**src/rtl/march_sequencer.sv**
```systemverilog
// march_sequencer: march-algorithm sequencer driving the PMBIST address counter
//
// Walks up to MAX_ELEM programmable march elements. For each element it loads
// the address counter (s_out for up, r_out for down) and then issues the
// element's 1..4 read/write ops per address over an op_valid/op_ready handshake.
// hold_out releases the counter only in the cycle the last op of a visit is
// accepted, so the counter advances exactly once per visit.
//
// Ports:
//   clk, rst            clock, synchronous active-high reset
//   start               one-cycle pulse that begins a run (ignored while busy)
//   admd_in, num_elem   address mode and element count-1, sampled on start
//   cfg_we/addr/data    element-table write port (ignored while busy)
//   op_ready            memory stage accepts the current op
//   admd_out, updwn_out, s_out, r_out, hold_out   address counter controls
//   op_valid, op_we, op_pol                        op to the memory stage
//   elem_idx, busy, done                           run status
//
// Element word: [11] pause, [10] dir (1=down), [9:8] nops-1, [7:0] ops {we,pol}.
// Optional macro MARCH_PAUSE_EN: elements with bit 11 set are preceded by a
// PAUSE_CYCLES-long retention pause. Without it bit 11 is stored but ignored.

`ifndef ADDR_WIDTH
`define ADDR_WIDTH 8
`endif
`ifndef ADMD_LIUD
`define ADMD_LIUD 1'b0
`endif
`ifndef ADMD_PRUD
`define ADMD_PRUD 1'b1
`endif

module march_sequencer #(
    parameter int ADDR_WIDTH   = `ADDR_WIDTH,
    parameter int MAX_ELEM     = 8,
    parameter int PAUSE_CYCLES = 1024
) (
    input  logic                        clk,
    input  logic                        rst,
    input  logic                        start,
    input  logic                        admd_in,
    input  logic [$clog2(MAX_ELEM)-1:0] num_elem,
    input  logic                        cfg_we,
    input  logic [$clog2(MAX_ELEM)-1:0] cfg_addr,
    input  logic [11:0]                 cfg_data,
    input  logic                        op_ready,
    output logic                        admd_out,
    output logic                        updwn_out,
    output logic                        s_out,
    output logic                        r_out,
    output logic                        hold_out,
    output logic                        op_valid,
    output logic                        op_we,
    output logic                        op_pol,
    output logic [$clog2(MAX_ELEM)-1:0] elem_idx,
    output logic                        busy,
    output logic                        done
);
    localparam int EW = $clog2(MAX_ELEM);
    localparam int VW = ADDR_WIDTH + 1;

    typedef enum logic [2:0] {
        IDLE, SETUP, OPS, NEXT, DONE
`ifdef MARCH_PAUSE_EN
        , PAUSE
`endif
    } state_t;

    logic [11:0] tbl [MAX_ELEM];

    state_t        state_q, state_d;
    logic [EW-1:0] idx_q, idx_d;
    logic [EW-1:0] num_q, num_d;
    logic          admd_q, admd_d;
    logic [11:0]   cur_q, cur_d;
    logic [1:0]    opi_q, opi_d;
    logic [VW-1:0] vis_q, vis_d;
    logic          updwn_q, updwn_d;
    logic          s_q, s_d;
    logic          r_q, r_d;
    logic          op_valid_q, op_valid_d;
    logic          busy_q, busy_d;
    logic          done_q, done_d;
    logic          enter, setup;
    logic          last_op;
    logic [VW-1:0] v_last;

`ifdef MARCH_PAUSE_EN
    localparam int PW = $clog2(PAUSE_CYCLES + 1);
    logic [PW-1:0] cnt_q, cnt_d;
`else
    logic unused_pause;
    assign unused_pause = cur_q[11];
`endif

    always_ff @(posedge clk) begin
        if (cfg_we && !busy_q) tbl[cfg_addr] <= cfg_data;
    end

    // PRUD visits one address fewer because the LFSR never produces zero
    assign v_last  = {1'b0, {ADDR_WIDTH{1'b1}}} - {{ADDR_WIDTH{1'b0}}, admd_q == `ADMD_PRUD};
    assign last_op = opi_q == cur_q[9:8];

    always_comb begin
        state_d    = state_q;
        idx_d      = idx_q;
        num_d      = num_q;
        admd_d     = admd_q;
        cur_d      = cur_q;
        opi_d      = opi_q;
        vis_d      = vis_q;
        updwn_d    = updwn_q;
        s_d        = 1'b0;
        r_d        = 1'b0;
        op_valid_d = op_valid_q;
        busy_d     = busy_q;
        done_d     = done_q;
        enter      = 1'b0;
        setup      = 1'b0;
`ifdef MARCH_PAUSE_EN
        cnt_d      = cnt_q;
`endif
        case (state_q)
            IDLE, DONE: begin
                if (start) begin
                    busy_d = 1'b1;
                    done_d = 1'b0;
                    idx_d  = '0;
                    admd_d = admd_in;
                    num_d  = num_elem;
                    enter  = 1'b1;
                end
            end
            SETUP: begin
                state_d    = OPS;
                op_valid_d = 1'b1;
            end
            OPS: begin
                if (op_ready) begin
                    opi_d = last_op ? 2'd0 : opi_q + 2'd1;
                    vis_d = last_op ? vis_q + VW'(1) : vis_q;
                    if (last_op && vis_q == v_last) begin
                        state_d    = NEXT;
                        op_valid_d = 1'b0;
                    end
                end
            end
            NEXT: begin
                if (idx_q == num_q) begin
                    state_d = DONE;
                    busy_d  = 1'b0;
                    done_d  = 1'b1;
                end else begin
                    idx_d = idx_q + EW'(1);
                    enter = 1'b1;
                end
            end
`ifdef MARCH_PAUSE_EN
            PAUSE: begin
                cnt_d = cnt_q - PW'(1);
                setup = cnt_q == PW'(1);
            end
`endif
            default: state_d = IDLE;
        endcase
        // Entering an element: latch its word, then pause or go straight to SETUP
        if (enter) begin
            cur_d = tbl[idx_d];
`ifdef MARCH_PAUSE_EN
            if (cur_d[11]) begin
                state_d = PAUSE;
                cnt_d   = PW'(PAUSE_CYCLES);
            end else begin
                setup = 1'b1;
            end
`else
            setup = 1'b1;
`endif
        end
        if (setup) begin
            state_d = SETUP;
            s_d     = !cur_d[10];
            r_d     = cur_d[10];
            updwn_d = cur_d[10];
            opi_d   = 2'd0;
            vis_d   = '0;
        end
    end

    always_ff @(posedge clk) begin
        if (rst) begin
            state_q    <= IDLE;
            idx_q      <= '0;
            num_q      <= '0;
            admd_q     <= 1'b0;
            cur_q      <= '0;
            opi_q      <= '0;
            vis_q      <= '0;
            updwn_q    <= 1'b0;
            s_q        <= 1'b0;
            r_q        <= 1'b0;
            op_valid_q <= 1'b0;
            busy_q     <= 1'b0;
            done_q     <= 1'b0;
`ifdef MARCH_PAUSE_EN
            cnt_q      <= '0;
`endif
        end else begin
            state_q    <= state_d;
            idx_q      <= idx_d;
            num_q      <= num_d;
            admd_q     <= admd_d;
            cur_q      <= cur_d;
            opi_q      <= opi_d;
            vis_q      <= vis_d;
            updwn_q    <= updwn_d;
            s_q        <= s_d;
            r_q        <= r_d;
            op_valid_q <= op_valid_d;
            busy_q     <= busy_d;
            done_q     <= done_d;
`ifdef MARCH_PAUSE_EN
            cnt_q      <= cnt_d;
`endif
        end
    end

    assign admd_out  = admd_q;
    assign updwn_out = updwn_q;
    assign s_out     = s_q;
    assign r_out     = r_q;
    assign op_valid  = op_valid_q;
    assign op_we     = cur_q[{1'b0, opi_q, 1'b1}];
    assign op_pol    = cur_q[{1'b0, opi_q, 1'b0}];
    assign elem_idx  = idx_q;
    assign busy      = busy_q;
    assign done      = done_q;
    // Counter runs while loading in SETUP and on acceptance of a visit's last op
    assign hold_out  = !(state_q == SETUP || (state_q == OPS && op_ready && last_op));

endmodule

```
**config.mk**
```make
export PLATFORM = sky130hd
export DESIGN_NAME = march_sequencer
export DESIGN_NICKNAME = d
export VERILOG_FILES = /design/src/rtl/march_sequencer.sv
export SDC_FILE = /design/constraint.sdc
export NUM_CORES = 1
export LEC_CHECK = 0
export CORE_MARGIN = 3
export CORE_UTILIZATION = 40
export DETAILED_ROUTE_END_ITERATION = 7
export GPL_ROUTABILITY_DRIVEN = 1
export SLEW_MARGIN = 40
export SYNTH_ARGS = -nofsm -noshare
export SYNTH_HDL_FRONTEND = slang
export SYNTH_SLANG_ARGS = --single-unit
```
**constraint.sdc**
```tcl
create_clock -name clk -period 2.4 [get_ports clk]
set_input_delay 0.24 -clock clk [delete_from_list [all_inputs] [get_ports clk]]
set_output_delay 0.24 -clock clk [all_outputs]
set_load 0.01 [all_outputs]
```
==> impl_metrics.ini, run 1 <==
[status]
status = complete, no violations

[synthesis]
ys_ff_latch = 125
synth.avg_cell_area_um2 = 12.13
postSynthNetCount = 489
synth_edf_count = 88
synth_area_leader_cell = edfxtp_1
ys_seq_area_frac = 0.6024
yosysUniqueCellTypes = 54
yosys_warnings = 0
synth_area_mm2 = 0.005617
synthArstFlopShare = 0
synth_area_leaders = edfxtp_1 (47%), dfxtp_1 (13%), o211ai_1 (5.3%)
synth_cells = 463
ys.flop_type = edfxtp_1
synth_top_area_frac = 0.4705

[route]
drc_errors = 0
drt_wl_total_mm = 13.17
via_per_inst = 5.634
first_pass_iters = 5
dr.first_iter.drc_count = 380
num_vias = 4028
ant_nets = 0
wire_per_inst_um = 18.42

[worst_hold_path]
min_path_type = input port to flop

[final_layout]
areaGrowthSynthToFinish_pct = 24.70
final_nets = 552
ff_latch_area_mm2 = 0.003388
antenna_cells = 0
nFillCells = 1142
drive_gt1_frac = 0.1744
final_common_cell = edfxtp_1
finalInstanceArea_mm2 = 0.007004
final_cell_mix = edfxtp_1 (88), o211ai_1 (40), buf_4 (38)
multi_input_area_mm2 = 0.002039

[worst_setup_path]
critPathSlowestCell = o311a_1
crit_required_ns = 2.72
arrival_ns = 2.63
worst_setup_path_end_kind = flop
crit_type = flop to flop
cp_num_buf_inv = 0
cp_max_fo = 5
crit_path_cell_trace = xor2_2 > o311a_1 > mux2i_1 > mux2_2 > a221o_1 > a311oi_1
critPathMaxStageDelay_ns = 0.41
critPathLaunchType = flop
cp_top_family = compound AO/OA/AOI/OAI gates

[power]
leakage_nw = 2.427
power_density_mw_per_mm2 = 759.4
max-vdd-ir-drop_uv = 589.4

[global_route]
grt_busiest_layer = met2
gr-total-overflow = 0
grt_util_met1 = 0.2235
grtUsageMet2 = 0.2758
grt_max_degree = 41
grt_pass1_vias = 3896
grt_pass1_wl_mm = 20.88
antenna_found_initial = 0
grtUsageTotal = 0.1720
grtUsageMet3 = 0.04931

[job]
maxCapViolations = 0

[timing]
tightestPinTransition_ns = 0.6398
relSlewSlack = 0.5719
fin_tns_setup_ns = 0
final_hold_viol_count = 0
max_freq_mhz = 433.2
finalHoldWorstSlack_ns = 0.3925
clock_skew_ns = 0.009646
maxSlewViolCount = 0
min_period_ns = 2.308
setup_viol = 0
fin_ws_ns = 0.09179
timing.final.crit_share = 0.9618

[clocking]
cts_tree = done
postCtsHoldBufs = 0
numCtsBuffers = 17
htreeDepth = 4
clockBufferDepth = 2
insertion_delay_ns = 0.41
cts.sinks = 125
clk_pin_slew_ns = 0.06
clockRootBuffer = clkbuf_16

[floorplan]
die_y_um = 124.5
start_util = 0.4159
die-width_um = 124.5
core_area_mm2 = 0.01351
std_cell_rows = 42
pin_count = 37
dieArea_mm2 = 0.01550

[placement]
dp.final_hpwl_mm = 8.930
gp_congestion = 0.8456
place_area_mm2 = 0.006369
pre_cts_slack_ns = 0.06310
port_buffers = 35
metrics by stage:
step	util	instances	total power [mW]
6_report	0.5186	715	5.319
2_1_floorplan	-	463	2.680
4_1_cts	0.5150	710	5.357
3_3_place_gp	0.4716	678	2.868
5_1_grt	0.5186	715	5.510
3_5_place_dp	0.4716	678	2.881
cell families (layout without fill, tap and decap cells):
family                     count (synthesis)  after routing  share of synthesized area
AOI/OAI and AO/OA                        121            121                     0.1593
xor gates and xnor gates                  18             18                    0.03208
adders and majority gates                  2              2                   0.004455
buffers and inverters                     57            133                    0.04032
DFF                                      125            125                     0.6024
muxes                                     27             27                    0.05524
and+or+nand+nor                          113            113                     0.1063
power by group:
| part | switching, mW | total [mW] | internal [mW] |
|---|---|---|---|
| Combinational | 0.247 | 0.433 | 0.186 |
| Sequential | 0.0429 | 2.42 | 2.37 |
| Clock | 0.937 | 2.47 | 1.53 |
area by class of cell:
| cell class | instances | area share |
|---|---|---|
| tap | 176 | 0.03144 |
| clock buffer | 19 | 0.06181 |
| inverter | 25 | 0.01340 |
| sequential | 125 | 0.4837 |
| clock inverter | 13 | 0.02036 |
| timing repair buffer | 76 | 0.09807 |
| multi-input combinational | 281 | 0.2912 |
cell usage after synthesis (all sizes together), types with 12 or more instances:
master   n
inv     25
o221ai  22
mux2i   13
nand2   28
o22a    12
a21oi   27
o211ai  40
mux2    12
xor2    12
nor2    24
nand4   18
edfxtp  88
clkbuf  22
dfxtp   37
routing by layer:
| layer | part of all wire | routed length, um |
|---|---|---|
| met1 | 0.46 | 6021 |
| met2 | 0.48 | 6371 |
| met3 | 0.050 | 657 |
| met4 | 0.0090 | 118 |
| met5 | 0 | 0 |
sequential cells by signal, summed over array words and instances (netlist names):
name       cells
state_q        3
busy           1
updwn_out      1
cur_q         10
tbl           88
done           1
op_valid       1
num_q          3
admd_out       1
r_out          1
vis_q          9
s_out          1
elem_idx       3
opi_q          2
timing repair:
item / CTS / global route
pin swaps: 0 / 4
resized for setup: 2 / 6
endpoints found under the setup margin: 1 / 13
setup buffers: 0 / 5
worst reg2reg max path, cell delays in order, from the launching register on:
cell and delay [ns]:
dfxtp_2 0.36, xor2_2 0.21, o311a_1 0.41, mux2i_1 0.26, mux2_2 0.37, a221o_1 0.36
a311oi_1 0.25
worst paths after layout:
path | slack [ns] | cells after the start | startpoint | end
min | 0.39 | 3 | num_elem[1] | num_q[1]$_SDFFE_PP0P_
max | 0.09 | 6 | elem_idx[1]$_SDFF_PP0_ | updwn_out$_SDFFE_PP0P_
max reg2reg | 0.09 | 6 | elem_idx[1]$_SDFF_PP0_ | updwn_out$_SDFFE_PP0P_
min reg2reg | 0.46 | 2 | done$_SDFFE_PP0P_ | done$_SDFFE_PP0P_
Note: power is estimated with default switching activity, not from simulation.
==> run 2: changes to the inputs <==
Settings changed: ABC_CLOCK_PERIOD_IN_PS set to 2400, CAP_MARGIN set to 30, PLACE_DENSITY set to 0.63.
==> run 2 against run 1 <==
  * Combinational power grew 2%
  * Design area decreased by 0.25%
  * Cell count is 0.56% lower
  * Power is 0.76% lower
  * Fmax about the same
  * Non-clock buffer count down 4
  * Worst setup slack worse by 0.0021 ns
  * Register-to-register slack barely moved
  * Core utilization fell by 0.13 points
  * Via count is 0.82% higher
  * Clock skew shrank 0.0016 ns
==> impl_metrics.ini, run 2 (same netlist as run 1, synthesis figures left out) <==
[floorplan]
die-width_um = 124.5
start_util = 0.4159
core_area_mm2 = 0.01351
std_cell_rows = 42
die_y_um = 124.5
dieArea_mm2 = 0.01550
pin_count = 37

[final_layout]
nFillCells = 1129
final_common_cell = edfxtp_1
areaGrowthSynthToFinish_pct = 24.39
largest_register = tbl
largest_register_ffs = 88
final_nets = 548
utilization = 0.5173
final_cell_mix = edfxtp_1 (88), o211ai_1 (40), clkdlybuf4s50_1 (35)
reg_top3 = tbl: 88 flops, cur_q: 10 flops, vis_q: 9 flops
drive_gt1_frac = 0.1794
finalInstanceArea_mm2 = 0.006987
antenna_cells = 0

[clocking]
cts.sinks = 125
numCtsBuffers = 17
cts_tree = done
clockBufferDepth = 2
clockRootBuffer = clkbuf_16
htreeDepth = 4
insertion_delay_ns = 0.42
clk_pin_slew_ns = 0.05

[route]
dr.first_iter.drc_count = 340
first_pass_iters = 5
ant_nets = 0
via_per_inst = 5.712
wire_per_inst_um = 18.83
num_vias = 4061
drc_errors = 0
drt_wl_total_mm = 13.39

[worst_setup_path]
cp_num_buf_inv = 0
cp_top_family = compound AO/OA/AOI/OAI gates
crit_type = flop to flop
worst_setup_path_end_kind = flop
ff2ff_path_depth = 6
critPathLaunchType = flop
cp_max_fo = 5
reg2reg_slack_ns = 0.09
critPathSlowestCell = o311a_1
arrival_ns = 2.63
critPathMaxStageDelay_ns = 0.40
crit_required_ns = 2.72
rr_startpoint = elem_idx[1]$_SDFF_PP0_
crit_path_cell_trace = xor2_2 > o311a_1 > mux2i_1 > mux2_2 > a221o_1 > a311oi_1
r2r-end = updwn_out$_SDFFE_PP0P_

[placement]
pre_cts_slack_ns = -0.01083
dp.final_hpwl_mm = 8.704
gp_congestion = 0.8116
place_area_mm2 = 0.006351
port_buffers = 35

[timing]
min_period_ns = 2.310
setup_viol = 0
max_freq_mhz = 432.9
fin_ws_ns = 0.08973
maxSlewViolCount = 0
finalHoldWorstSlack_ns = 0.3773
relSlewSlack = 0.6160
timing.final.crit_share = 0.9626
final_hold_viol_count = 0
rsz0062_at_grt = no
tightestPinTransition_ns = 0.5754
clock_skew_ns = 0.008001

[power]
max-vdd-ir-drop_uv = 513.4
power_density_mw_per_mm2 = 755.6
leakage_nw = 2.416

[job]
maxCapViolations = 0

[global_route]
antenna_found_initial = 0
grtUsageTotal = 0.1763
gr-total-overflow = 0
grt_pass1_vias = 4154
grt_max_degree = 41
grt_pass1_wl_mm = 21.17

[worst_hold_path]
min_path_type = input port to flop
min_path_cells = 3
hold-path-endpoint = num_q[0]$_SDFFE_PP0P_
hp-start = num_elem[0]

[status]
status = complete, no violations
## run 2: cell types whose count changed in the layout (fill, tap and decap cells not counted), sizes merged
cell / change
buf: -4
clkbuf: +3
clkinv: -2
clkinvlp: +2
inv: -2
bufinv: -1
## run 2: tightest hold or removal path: stages
cell             delay (ns)
clkdlybuf4s50_1        0.40
nand2_1                0.06
a21oi_1                0.05
## run 2: routing by layer
layer / vias up / share of wire / track usage
met5: - / 0 / 0
met1: 1964 / 0.42 / 0.2085
met4: 0 / 0.035 / 0.1038
li1: 1910 / - / -
met3: 43 / 0.061 / 0.03945
met2: 144 / 0.49 / 0.2939
## run 2: final cells by class
cell class / instances / area [um2] / area share
clock buffers: 22 / 484.2 / 0.06931
clock inverters: 10 / 88.84 / 0.01271
repair buffers: 72 / 669.4 / 0.09581
inverters: 25 / 93.84 / 0.01343
flip-flops and latches: 125 / 3388 / 0.4850
multi-input cells: 281 / 2042 / 0.2923
well taps: 176 / 220.2 / 0.03152
## run 2: repair_timing
item                       in CTS  in global routing
setup endpoints to repair       5                 12
setup buffers                   0                  5
hold buffers                    0                  0
pin swaps                       0                  3
resized for setup               2                  7
## run 2: worst max path at each step
stage                           start                     end  cells after the start
3_5_place_dp   elem_idx[0]$_SDFF_PP0_   cur_q[8]$_SDFFE_PP0P_                      7
3_3_place_gp                    start   cur_q[9]$_SDFFE_PP0P_                      8
6_report       elem_idx[1]$_SDFF_PP0_  updwn_out$_SDFFE_PP0P_                      6
5_1_grt         num_q[2]$_SDFFE_PP0P_  updwn_out$_SDFFE_PP0P_                      6
2_1_floorplan  elem_idx[2]$_SDFF_PP0_   cur_q[4]$_SDFFE_PP0P_                      8
4_1_cts        elem_idx[1]$_SDFF_PP0_   cur_q[2]$_SDFFE_PP0P_                      7
## run 2: where the power goes
group	internal [mW]	leakage, nW	switching [mW]
Clock	1.52	0.274	0.894
Combinational	0.194	1.04	0.248
Sequential	2.38	1.10	0.0454
## run 2: per-stage QoR
step | instances | power (mW) | setup TNS (ns)
CTS | 706 | 5.308 | 0
floorplan | 463 | 2.680 | 0
finish | 711 | 5.279 | 0
global placement | 674 | 2.872 | -0.004463
global route | 711 | 5.463 | 0
detailed placement | 674 | 2.888 | -0.01687
